### src/rtl/gate_test_sequencer.sv
// Start/busy/done sequencer for a two-input gate under test. Each run sweeps the
// four input vectors, compares the gate output with a latched truth table, and reports the result.
`timescale 1ns/1ps

module gate_test_sequencer #(
  parameter int HOLD_CYCLES = 5,
  parameter int CNT_W       = 8
) (
  input  logic       clk,
  input  logic       reset_L,
  input  logic       start,
  input  logic       abort,
  input  logic [3:0] truth_table,
  input  logic [3:0] num_passes,
  input  logic       gate_out,
  output logic       gate_in_a,
  output logic       gate_in_b,
  output logic       busy,
  output logic       done,
  output logic       pass,
  output logic [5:0] err_count,
  output logic [1:0] first_err_vec,
  output logic       first_err_valid
);

  typedef enum logic [1:0] {
    S_IDLE  = 2'd0,
    S_APPLY = 2'd1,
    S_DONE  = 2'd2
  } state_t;

  localparam logic [CNT_W-1:0] HOLD_LAST = CNT_W'(HOLD_CYCLES - 1);

  state_t           r_state;
  logic [1:0]       r_vec;
  logic [CNT_W-1:0] r_hold;
  logic [3:0]       r_pass_cnt;
  logic [3:0]       r_passes;
  logic [3:0]       r_tt;
  logic             r_busy;
  logic             r_done;
  logic             r_pass;
  logic [5:0]       r_err;
  logic [1:0]       r_fev;
  logic             r_fv;

  logic       w_sample;
  logic       w_mismatch;
  logic       w_last;
  logic [5:0] w_err_next;

  assign w_sample   = (r_hold == HOLD_LAST);
  assign w_mismatch = (gate_out != r_tt[r_vec]);
  assign w_last     = (r_vec == 2'b11) && (r_pass_cnt == r_passes - 4'd1);
  // The final verdict must include a mismatch found on the very last sample.
  assign w_err_next = r_err + {5'd0, w_mismatch};

  // NOTE: non-blocking assignments throughout, so every decision below uses pre-edge values.
  always_ff @(posedge clk or negedge reset_L) begin
    if (!reset_L) begin
      // NOTE: the latched table and pass count are reset too, so no stale run configuration survives.
      r_state    <= S_IDLE;
      r_vec      <= 2'b00;
      r_hold     <= '0;
      r_pass_cnt <= 4'd0;
      r_passes   <= 4'd0;
      r_tt       <= 4'd0;
      r_busy     <= 1'b0;
      r_done     <= 1'b0;
      r_pass     <= 1'b0;
      r_err      <= 6'd0;
      r_fev      <= 2'b00;
      r_fv       <= 1'b0;
    end else begin
      case (r_state)
        S_IDLE: begin
          if (start && !abort) begin
            r_tt       <= truth_table;
            r_passes   <= (num_passes == 4'd0) ? 4'd1 : num_passes;
            r_err      <= 6'd0;
            r_fev      <= 2'b00;
            r_fv       <= 1'b0;
            r_pass     <= 1'b0;
            r_vec      <= 2'b00;
            r_hold     <= '0;
            r_pass_cnt <= 4'd0;
            r_busy     <= 1'b1;
            r_state    <= S_APPLY;
          end
        end

        S_APPLY: begin
          if (abort) begin
            r_state    <= S_IDLE;
            r_busy     <= 1'b0;
            r_vec      <= 2'b00;
            r_hold     <= '0;
            r_pass_cnt <= 4'd0;
          end else if (w_sample) begin
            r_hold <= '0;
            r_vec  <= r_vec + 2'd1;
            if (w_mismatch) begin
              r_err <= w_err_next;
              if (!r_fv) begin
                r_fev <= r_vec;
                r_fv  <= 1'b1;
              end
            end
            if (r_vec == 2'b11) begin
              r_pass_cnt <= r_pass_cnt + 4'd1;
            end
            if (w_last) begin
              r_state    <= S_DONE;
              r_busy     <= 1'b0;
              r_done     <= 1'b1;
              r_pass     <= (w_err_next == 6'd0);
              r_pass_cnt <= 4'd0;
            end
          end else begin
            r_hold <= r_hold + 1'b1;
          end
        end

        S_DONE: begin
          r_done  <= 1'b0;
          r_state <= S_IDLE;
        end

        default: begin
          r_state <= S_IDLE;
        end
      endcase
    end
  end

  assign gate_in_a       = r_vec[1];
  assign gate_in_b       = r_vec[0];
  assign busy            = r_busy;
  assign done            = r_done;
  assign pass            = r_pass;
  assign err_count       = r_err;
  assign first_err_vec   = r_fev;
  assign first_err_valid = r_fv;

endmodule

### config.mk
export PLATFORM = sky130hd
export DESIGN_NAME = gate_test_sequencer
export DESIGN_NICKNAME = d
export VERILOG_FILES = /design/src/rtl/gate_test_sequencer.sv
export SDC_FILE = /design/constraint.sdc
export NUM_CORES = 1
export LEC_CHECK = 0
export CAP_MARGIN = 10
export CORE_ASPECT_RATIO = 0.8
export CORE_MARGIN = 4
export CORE_UTILIZATION = 54
export CTS_CLUSTER_SIZE = 20
export DETAILED_ROUTE_END_ITERATION = 7
export PLACE_DENSITY_LB_ADDON = 0.25
export SETUP_SLACK_MARGIN = 0.1
export SLEW_MARGIN = 20
export SYNTH_ARGS = -nofsm -noshare
export SYNTH_HDL_FRONTEND = slang
export SYNTH_SLANG_ARGS = --single-unit
### constraint.sdc
create_clock -name clk -period 2.6 [get_ports clk]
set_input_delay 0.52 -clock clk [delete_from_list [all_inputs] [get_ports clk]]
set_output_delay 0.52 -clock clk [all_outputs]
set_load 0.01 [all_outputs]
Word level (Yosys, flattened, before mapping)
Index checks and enable logic that the tools add are counted.
{ "word_totals": {"output_inout_bits": 14, "reg_bits": 36} }
{ "classes": {"n_eq_ne": 15, "n_mux": 50, "n_addsub": 5, "n_reduce_logical": 18, "order_cmp": 1} }
{ "ops": {"columns": ["op", "n"], "rows": [
  ["2-to-1 mux 4 bit", 6],
  ["2-to-1 mux 6 bit", 4],
  ["2-to-1 mux 8 bit", 3],
  ["2-to-1 mux 2 bit", 11],
  ["one-hot mux 8 bit (2 select lines)", 1],
  ["2-to-1 mux 1 bit", 15],
  ["inequality test 2 bit (second input constant)", 6],
  ["one-hot mux 2 bit (2 select lines)", 3],
  ["one-hot mux 6 bit (2 select lines)", 1],
  ["AND reduction 4 bit", 3],
  ["AND reduction 5 bit", 2],
  ["adder 8 x 1 -> 8 bit (second input constant)", 1],
  ["== test 8 x 3 -> 1 bit (second input constant)", 1],
  ["one-hot mux 1 bit (2 select lines)", 4],
  ["one-hot mux 4 bit (2 select lines)", 1],
  ["adder 6 x 1 -> 6 bit", 1],
  ["zero test 6 bit", 1],
  ["inequality test 3 bit (second input constant)", 2],
  ["AND reduction 3 bit", 2],
  ["AND reduction 6 bit", 1],
  ["adder 4 x 1 -> 4 bit (second input constant)", 1],
  ["== test 2 bit (second input constant)", 2],
  ["== test 4 bit", 1],
  ["zero test 4 bit", 1],
  ["12 further kinds", 15]
]} }

Longest topological paths before layout
Gate-level depths: netlist (run 1).
{ "depth": {"ltp_word": 9, "mapped_depth": 8, "mapped_depth_nobuf": 8} }

Least setup slack after synthesis (run 1)
No wires, ideal clock.
{ "synth_path": {"kind": "register -> register", "startpoint": "reg r_vec[0]", "endpoint": "reg r_pass, in the netlist pass", "arrival_ns": 2.239, "synth_period_minus_slack_ns": 2.303, "setup_ns": 0.064, "path_slack_ns": 0.297, "path_stages_with_launch": 8, "required_ns": 2.536, "path_cell_list": "dfrtp_1 mux4_2 xor2_2 ha_1 ha_1 or3_1 nor3_1 mux2_2"} }
{ "synth_via": {"elab_chain_cells": 9} }
{ "synth_lines": {"columns": ["element", "line_no", "text"], "rows": [
  ["from (decl)", "35", "logic [1:0] r_vec;"],
  ["from (signal assigned)", "101", "r_vec <= r_vec + 2'd1;"],
  ["binary-select mux 1 bit (select 2 bit)", "53", "assign w_mismatch = (gate_out != r_tt[r_vec]);"],
  ["2-to-1 mux 1 bit (implied by the code)", "53", null],
  ["inequality test 1 bit", "53", null],
  ["adder 6 x 1 -> 6 bit", "56", "assign w_err_next = r_err + {5'd0, w_mismatch};"],
  ["zero test 6 bit", "116", "r_pass <= (w_err_next == 6'd0);"],
  ["2-to-1 mux 1 bit", "112", "if (w_last) begin"],
  ["2-to-1 mux 1 bit", "99", "end else if (w_sample) begin"],
  ["2-to-1 mux 1 bit", "93", "if (abort) begin"],
  ["one-hot mux 1 bit (2 select lines)", "75", "case (r_state)"],
  ["to (signal assigned)", "116", null],
  ["to (decl)", "42", "logic r_pass;"]
]} }
Several ways; a longest one is shown, not always the timed one. The select of a mux whose other input is x is not followed.
A chain may end at the register's enable or synchronous reset.

Worst setup path in the final report (run 1)
Same ends and word-level chain as after synthesis.

==> impl_metrics.env, run 1 <==
export IMPL_floorplan_die_width_um=74.9
export IMPL_detail_route_vias_per_cell=5.67
export IMPL_critical_path_required_ns=2.83
export IMPL_totalNegativeSetupSlack_ns=0
export IMPL_port_buffers=26
export IMPL_rsz_0062_raised_after_global_routing="false"
export IMPL_first_pass_iters=4
export IMPL_detailroute_via_count=1615
export IMPL_die_h_um=61.5
export IMPL_placed_area_um2=2260
export IMPL_clk_insertion_delay_late_ns=0.29
export IMPL_path_delay_family="multiplexers"
export IMPL_total_power_consumption_of_the_routed_design_mw=1.35
export IMPL_seqPwrFrac_pct=47.2
export IMPL_ys_seq_area_share_pct=46.6
export IMPL_hold_path_endpoint="r_tt[3]$_DFFE_PN0P_"
export IMPL_clockBufferDepth=2
export IMPL_synthesis_instances=209
export IMPL_numPlacedInstances=277
export IMPL_synth_enable_flop_cells=0
export IMPL_worst_path_max_delay_cell="mux4_2"
export IMPL_postCtsSetupRepairBufs=0
export IMPL_insertedDiodeCount=0
export IMPL_path_common_cell="ha_1"
export IMPL_floorplan_die_area_um2=4610
export IMPL_pre_cts_ws_ns=0.242
export IMPL_timing_final_setup_violations=0
export IMPL_clock_power_share_pct=35.6
export IMPL_crit_path_cell_trace="mux4_2, xor2_2, ha_1, ha_1, or3_1, nor3_1, mux2_2"
export IMPL_path_clk_slew_ns=0.07
export IMPL_postSynthAreaPerCell_um2=9.26
export IMPL_synth_top_cell_area_share_pct=46.6
export IMPL_timing_final_max_slew_violations=0
export IMPL_gr_total_overflow=0
export IMPL_final_layout_size_suffix_gt1_share_pct=8.23
export IMPL_setup_reg_to_reg_worst_slack_ns=0.26
export IMPL_fin_area_um2=2370
export IMPL_level_count_of_the_clock_h_tree=2
export IMPL_start_kind="flop"
export IMPL_clock_tree_from_tritoncts="built"
export IMPL_arrival_worst_endpoint_ns=2.57
export IMPL_yosys_register_bits=36
export IMPL_grt_use_total_pct=19.6
export IMPL_drtIter0Drc=127
export IMPL_dpl_hpwl_mm=2.94
export IMPL_initial_utilization_pct=56.1
export IMPL_ff2ff_path_depth=7
export IMPL_final_net_count=262
export IMPL_gp_congestion=0.855
export IMPL_max_clock_freq_mhz=428
export IMPL_power_frac_comb_pct=17.2
export IMPL_std_cell_rows=19
export IMPL_core_region_area_um2=3450
export IMPL_postLayoutSetupSlackWorst_ns=0.263
export IMPL_synth_warnings=0
export IMPL_leakage_nw=1.06
export IMPL_synth_async_sr_flop_share_pct=100
export IMPL_outcome="complete, no violations"
export IMPL_yosys_most_used_dff="dfrtp_1"
export IMPL_critical_path_buf_inv_count=0
export IMPL_synth_nets=229
export IMPL_drt_total_wl_mm=4.01
export IMPL_p_int_mw=0.999
export IMPL_timing_hold_worst_path_depth=2
export IMPL_synth_most_common_cell="nand2_1"
export IMPL_setup_worst_path_class="reg -> reg"
export IMPL_largest_net_degree_at_the_start_of_global_routing=37
export IMPL_numCtsBuffers=5
export IMPL_hold_crit_path_type="reg -> reg"
export IMPL_critPathMaxFanout=6
export IMPL_final_min_clock_period_ns=2.34
export IMPL_switching_share_pct=25.8
export IMPL_worstMarginPinSlew_ns=0.520
export IMPL_final_skew_ns=0.00735
export IMPL_mappedNetlistArea_um2=1930
export IMPL_final_hold_viol_count=0
export IMPL_antenna_left=0
export IMPL_fin_crit_sh_pct=89.9
export IMPL_avgRoutedWirePerCell_um=14.1
export IMPL_worstReg2RegStart="r_vec[0]$_DFFE_PN0P_"
export IMPL_syn_to_final_growth_pct=22.4
export IMPL_worst_ir_drop_vdd_uv=407
export IMPL_timing_rr_end="pass$_DFFE_PN0P_"
export IMPL_slew_limit_headroom_pct=65.1
export IMPL_post_route_util_pct=68.7
export IMPL_ys_types=40
export IMPL_yosysTopAreaCell="dfrtp_1"
export IMPL_drcViolationCount=0
export IMPL_grt_pass1_vias=1493
export IMPL_p_sw_mw=0.348
export IMPL_crit_path_end_kind="flop"
export IMPL_power_density_nw_per_um2=569
export IMPL_cap_viol_max_count=0
export IMPL_crit_path_max_incr_delay_ns=0.55
export IMPL_ctsRootBufferMaster="clkbuf_8"
export IMPL_cts_hold_fix_buffers=0
export IMPL_min_delay_start="r_tt[3]$_DFFE_PN0P_"
export IMPL_boundaryPins=27
export IMPL_finalNonFillerCells=285
export IMPL_clkSinkCount=36
export IMPL_post_cts_resized_instances=0
export IMPL_grt_antenna_before_repair=0
export IMPL_hold_ws_ns=0.482
export IMPL_synth_common_cells="40 x nand2_1, 36 x dfrtp_1, 24 x o21ai_0, 14 x nor2_1, 9 x nand3_1"
export IMPL_global_route_wire_length_before_repair_mm=6.77
export IMPL_synth_top_cells_by_area="dfrtp_1 47%, nand2_1 7.8%, o21ai_0 6.2%, ha_1 4.5%, nor2_1 2.7%"
==> cell families (layout without fill, tap and decap cells) <==
logic type	Yosys count	count (layout)	synth area share, %
xor gates and xnor gates	10	10	4.92
DFF	36	36	46.6
muxes	5	5	3.56
adders and majority gates	7	7	4.53
buffers and inverters	14	48	3.17
AOI/OAI and AO/OA	42	42	13.4
and+or+nand+nor	95	95	23.9
==> sequential cells by signal, indices dropped and copies added (netlist names) <==
name,count
busy,1
done,1
err_count,6
first_err_valid,1
first_err_vec,2
pass,1
r_hold,8
r_pass_cnt,4
r_passes,4
r_state,2
r_tt,4
r_vec,2
==> worst max path at each step <==
stage / startpoint / endpoint / depth (start not counted)
global route: r_vec[0]$_DFFE_PN0P_ / pass$_DFFE_PN0P_ / 7
global placement: gate_out / pass$_DFFE_PN0P_ / 7
CTS: r_vec[0]$_DFFE_PN0P_ / pass$_DFFE_PN0P_ / 7
floorplan: r_vec[0]$_DFFE_PN0P_ / pass$_DFFE_PN0P_ / 7
finish: r_vec[0]$_DFFE_PN0P_ / pass$_DFFE_PN0P_ / 7
detailed placement: gate_out / pass$_DFFE_PN0P_ / 7
==> layer usage <==
layer | global-route usage, % | up-vias | wire length, um
met4 | 6.09 | 0 | 47
li1 | - | 792 | -
met1 | 25.9 | 785 | 1960
met5 | 0 | - | 0
met2 | 32.0 | 30 | 1840
met3 | 5.06 | 8 | 164
==> layout by cell type, fill, tap and decap left out, types with 2 or more instances in the layout <==
cell,count
nand2_1,40
dfrtp_1,36
clkdlybuf4s50_1,26
o21ai_0,24
nor2_1,14
nand3_1,9
inv_1,8
nor3_1,8
ha_1,7
xnor2_1,6
and3_1,6
buf_4,6
nand2b_1,5
clkbuf_8,5
a31oi_1,4
nor2b_1,3
xor2_1,3
nand4_1,2
or3_1,2
o31ai_1,2
a22o_1,2
a221o_1,2
mux2i_1,2
o22ai_1,2
==> power by group through the flow <==
stage / Combinational (mW) / Sequential [mW] / Clock (mW)
after global placement: 0.227 / 0.645 / 0
after CTS: 0.235 / 0.635 / 0.492
after floorplan: 0.146 / 0.641 / 0
final: 0.231 / 0.636 / 0.480
after global routing: 0.260 / 0.642 / 0.512
after detailed placement: 0.233 / 0.646 / 0
==> cell type report <==
cell class | count | area, um^2
clock buffers | 6 | 72.6
clock inverters | 2 | 35.0
fillers | 307 | 1080
inverters | 8 | 30.0
multi-input cells | 159 | 972
flip-flops and latches | 36 | 901
well taps | 42 | 52.6
repair buffers | 32 | 305
==> worst register-to-register path, delay by kind of cell, from the launching register on <==
| kind | cells | cell delay, ns |
|---|---|---|
| mux | 2 | 0.72 |
| simple gates | 2 | 0.48 |
| fa+ha+maj | 2 | 0.47 |
| flops | 1 | 0.45 |
| xor+xnor | 1 | 0.17 |
Power figures use the tool's default switching activity.
==> run 2: changes to the inputs <==
--- a/config.mk
+++ b/config.mk
@@ -7,11 +7,11 @@
 export LEC_CHECK = 0
 export CAP_MARGIN = 10
 export CORE_ASPECT_RATIO = 0.8
-export CORE_MARGIN = 4
+export CORE_MARGIN = 3
 export CORE_UTILIZATION = 54
 export CTS_CLUSTER_SIZE = 20
 export DETAILED_ROUTE_END_ITERATION = 7
-export PLACE_DENSITY_LB_ADDON = 0.25
+export PLACE_DENSITY = 0.79
 export SETUP_SLACK_MARGIN = 0.1
 export SLEW_MARGIN = 20
 export SYNTH_ARGS = -nofsm -noshare
==> run 2 against run 1 <==
Net effect:
- cell count down 0.70%
- hold slack better by 0.011 ns
- via count grew 4.5%
- clock skew fell by 0.0037 ns
- die area shrank 5.8%
- worst setup slack worse by 0.039 ns
- global-route usage up 4.5 points
- critical path depth stayed put
- fmax down 1.7%
- core utilization increased by 3.9 points
- critical endpoint unchanged
- highest routed layer unchanged
==> impl_metrics.env, run 2 (synthesized netlist as in run 1, its figures left out) <==
export IMPL_outcome="complete, no violations"
export IMPL_grt_use_total_pct=24.1
export IMPL_fin_area_um2=2350
export IMPL_final_layout_size_suffix_gt1_share_pct=8.64
export IMPL_port_buffers=26
export IMPL_initial_utilization_pct=59.6
export IMPL_antenna_left=0
export IMPL_gr_total_overflow=0
export IMPL_level_count_of_the_clock_h_tree=2
export IMPL_floorplan_die_area_um2=4340
export IMPL_global_route_wire_length_before_repair_mm=7.80
export IMPL_postCtsSetupRepairBufs=0
export IMPL_hold_crit_path_type="reg -> reg"
export IMPL_boundaryPins=27
export IMPL_leakage_nw=1.05
export IMPL_clkSinkCount=36
export IMPL_p_sw_mw=0.366
export IMPL_timing_hold_worst_path_depth=2
export IMPL_filler_cell_count=246
export IMPL_timing_final_max_slew_violations=0
export IMPL_timing_final_setup_violations=0
export IMPL_insertedDiodeCount=0
export IMPL_first_pass_iters=4
export IMPL_largest_net_degree_at_the_start_of_global_routing=37
export IMPL_rsz_0062_raised_after_global_routing="false"
export IMPL_seqPwrFrac_pct=49.2
export IMPL_ff2ff_path_depth=7
export IMPL_layout_commonest_cell="nand2_1"
export IMPL_grt_antenna_before_repair=0
export IMPL_core_region_area_um2=3240
export IMPL_clockBufferDepth=2
export IMPL_setup_worst_path_class="reg -> reg"
export IMPL_worst_ir_drop_vdd_uv=482
export IMPL_arrival_worst_endpoint_ns=2.61
export IMPL_die_h_um=59.5
export IMPL_grt_pass1_vias=1659
export IMPL_clock_power_share_pct=32.1
export IMPL_max_reg_flops=8
export IMPL_clk_insertion_delay_late_ns=0.29
export IMPL_critPathMaxFanout=6
export IMPL_path_clk_slew_ns=0.07
export IMPL_p_int_mw=0.931
export IMPL_drt_total_wl_mm=4.53
export IMPL_dpl_hpwl_mm=3.20
export IMPL_floorplan_die_width_um=72.9
export IMPL_start_kind="flop"
export IMPL_final_hold_viol_count=0
export IMPL_power_frac_comb_pct=18.7
export IMPL_avgRoutedWirePerCell_um=16.0
export IMPL_final_min_clock_period_ns=2.38
export IMPL_cap_viol_max_count=0
export IMPL_ctsRootBufferMaster="clkbuf_8"
export IMPL_syn_to_final_growth_pct=21.7
export IMPL_clock_tree_from_tritoncts="built"
export IMPL_placed_area_um2=2260
export IMPL_cts_hold_fix_buffers=0
export IMPL_regMostFlops="r_hold"
export IMPL_power_density_nw_per_um2=551
export IMPL_final_net_count=262
export IMPL_layout_cells_most_common_list="40 x nand2_1, 35 x dfrtp_1, 26 x clkdlybuf4s50_1"
export IMPL_drtIter0Drc=178
export IMPL_detailroute_via_count=1688
export IMPL_std_cell_rows=18
export IMPL_gp_congestion=0.857
export IMPL_detail_route_vias_per_cell=5.96
export IMPL_fin_crit_sh_pct=91.4
export IMPL_numCtsBuffers=5
export IMPL_drcViolationCount=0
export IMPL_critical_path_required_ns=2.84
export IMPL_max_clock_freq_mhz=421
export IMPL_post_cts_resized_instances=0
export IMPL_worstMarginPinSlew_ns=0.619
export IMPL_totalNegativeSetupSlack_ns=0
export IMPL_switching_share_pct=28.2
export IMPL_slew_limit_headroom_pct=58.4
export IMPL_crit_path_end_kind="flop"
export IMPL_final_skew_ns=0.00366
-- run 2: cell types whose count changed in the layout (fill, tap and decap cells not counted) --
| cell | previous run | this run |
|---|---|---|
| nor3_2 | 0 | 1 |
| clkbuf_1 | 1 | 2 |
| bufinv_16 | 1 | 0 |
| clkbuf_8 | 5 | 6 |
| nor3_1 | 8 | 7 |
| clkinv_2 | 1 | 0 |
| dfrtp_2 | 0 | 1 |
| dfrtp_1 | 36 | 35 |
-- run 2: path summary, 6_finish.rpt --
path,to,start,slack (ns)
min reg2reg,r_tt[3]$_DFFE_PN0P_,r_tt[3]$_DFFE_PN0P_,0.49
min in group asynchronous,first_err_valid$_DFFE_PN0P_,reset_L,0.65
max,pass$_DFFE_PN0P_,r_vec[0]$_DFFE_PN0P_,0.22
max reg2reg,pass$_DFFE_PN0P_,r_vec[0]$_DFFE_PN0P_,0.22
max in group asynchronous,r_vec[0]$_DFFE_PN0P_,reset_L,1.61
min,r_tt[3]$_DFFE_PN0P_,r_tt[3]$_DFFE_PN0P_,0.49
-- run 2: power by group through the flow --
| stage | combinational, mW | clock [mW] | sequential (mW) |
|---|---|---|---|
| after floorplan | 0.146 | 0 | 0.641 |
| after global placement | 0.225 | 0 | 0.645 |
| after detailed placement | 0.238 | 0 | 0.648 |
| after CTS | 0.241 | 0.420 | 0.637 |
| after global routing | 0.270 | 0.452 | 0.644 |
| final | 0.242 | 0.417 | 0.638 |
-- run 2: worst max-delay path: stages, from the launching register on --
cell	delay (ns)
dfrtp_2	0.41
mux4_2	0.54
xor2_2	0.17
ha_1	0.20
ha_1	0.28
or3_1	0.40
nor3_2	0.14
mux2_2	0.17
-- run 2: cell type report --
cell class	count	area [um^2]	area share, %
repair buffers	32	305	13.0
clock buffers	8	90.1	3.83
well taps	40	50.0	2.13
multi-input cells	159	977	41.5
inverters	8	30.0	1.28
flip-flops and latches	36	902	38.3
-- run 2: stage by stage --
step	util (%)	instances	setup slack (ns)	hold slack, ns	power [mW]
after floorplan	-	209	0.297	0.224	0.787
after global placement	69.6	275	0.256	0.456	0.870
after detailed placement	69.6	275	0.214	0.470	0.886
after CTS	72.4	283	0.107	0.487	1.30
after global routing	72.6	283	0.124	0.521	1.37
final	72.6	283	0.224	0.493	1.30
-- run 2: layer usage --
metal  up-vias  share of wire [%]  GRT usage (%)
met5         -                  0              0
met4         0                2.8           11.6
met3        13                6.0           5.25
met2        62                 46           38.4
met1       813                 45           31.4
li1        800                  -              -
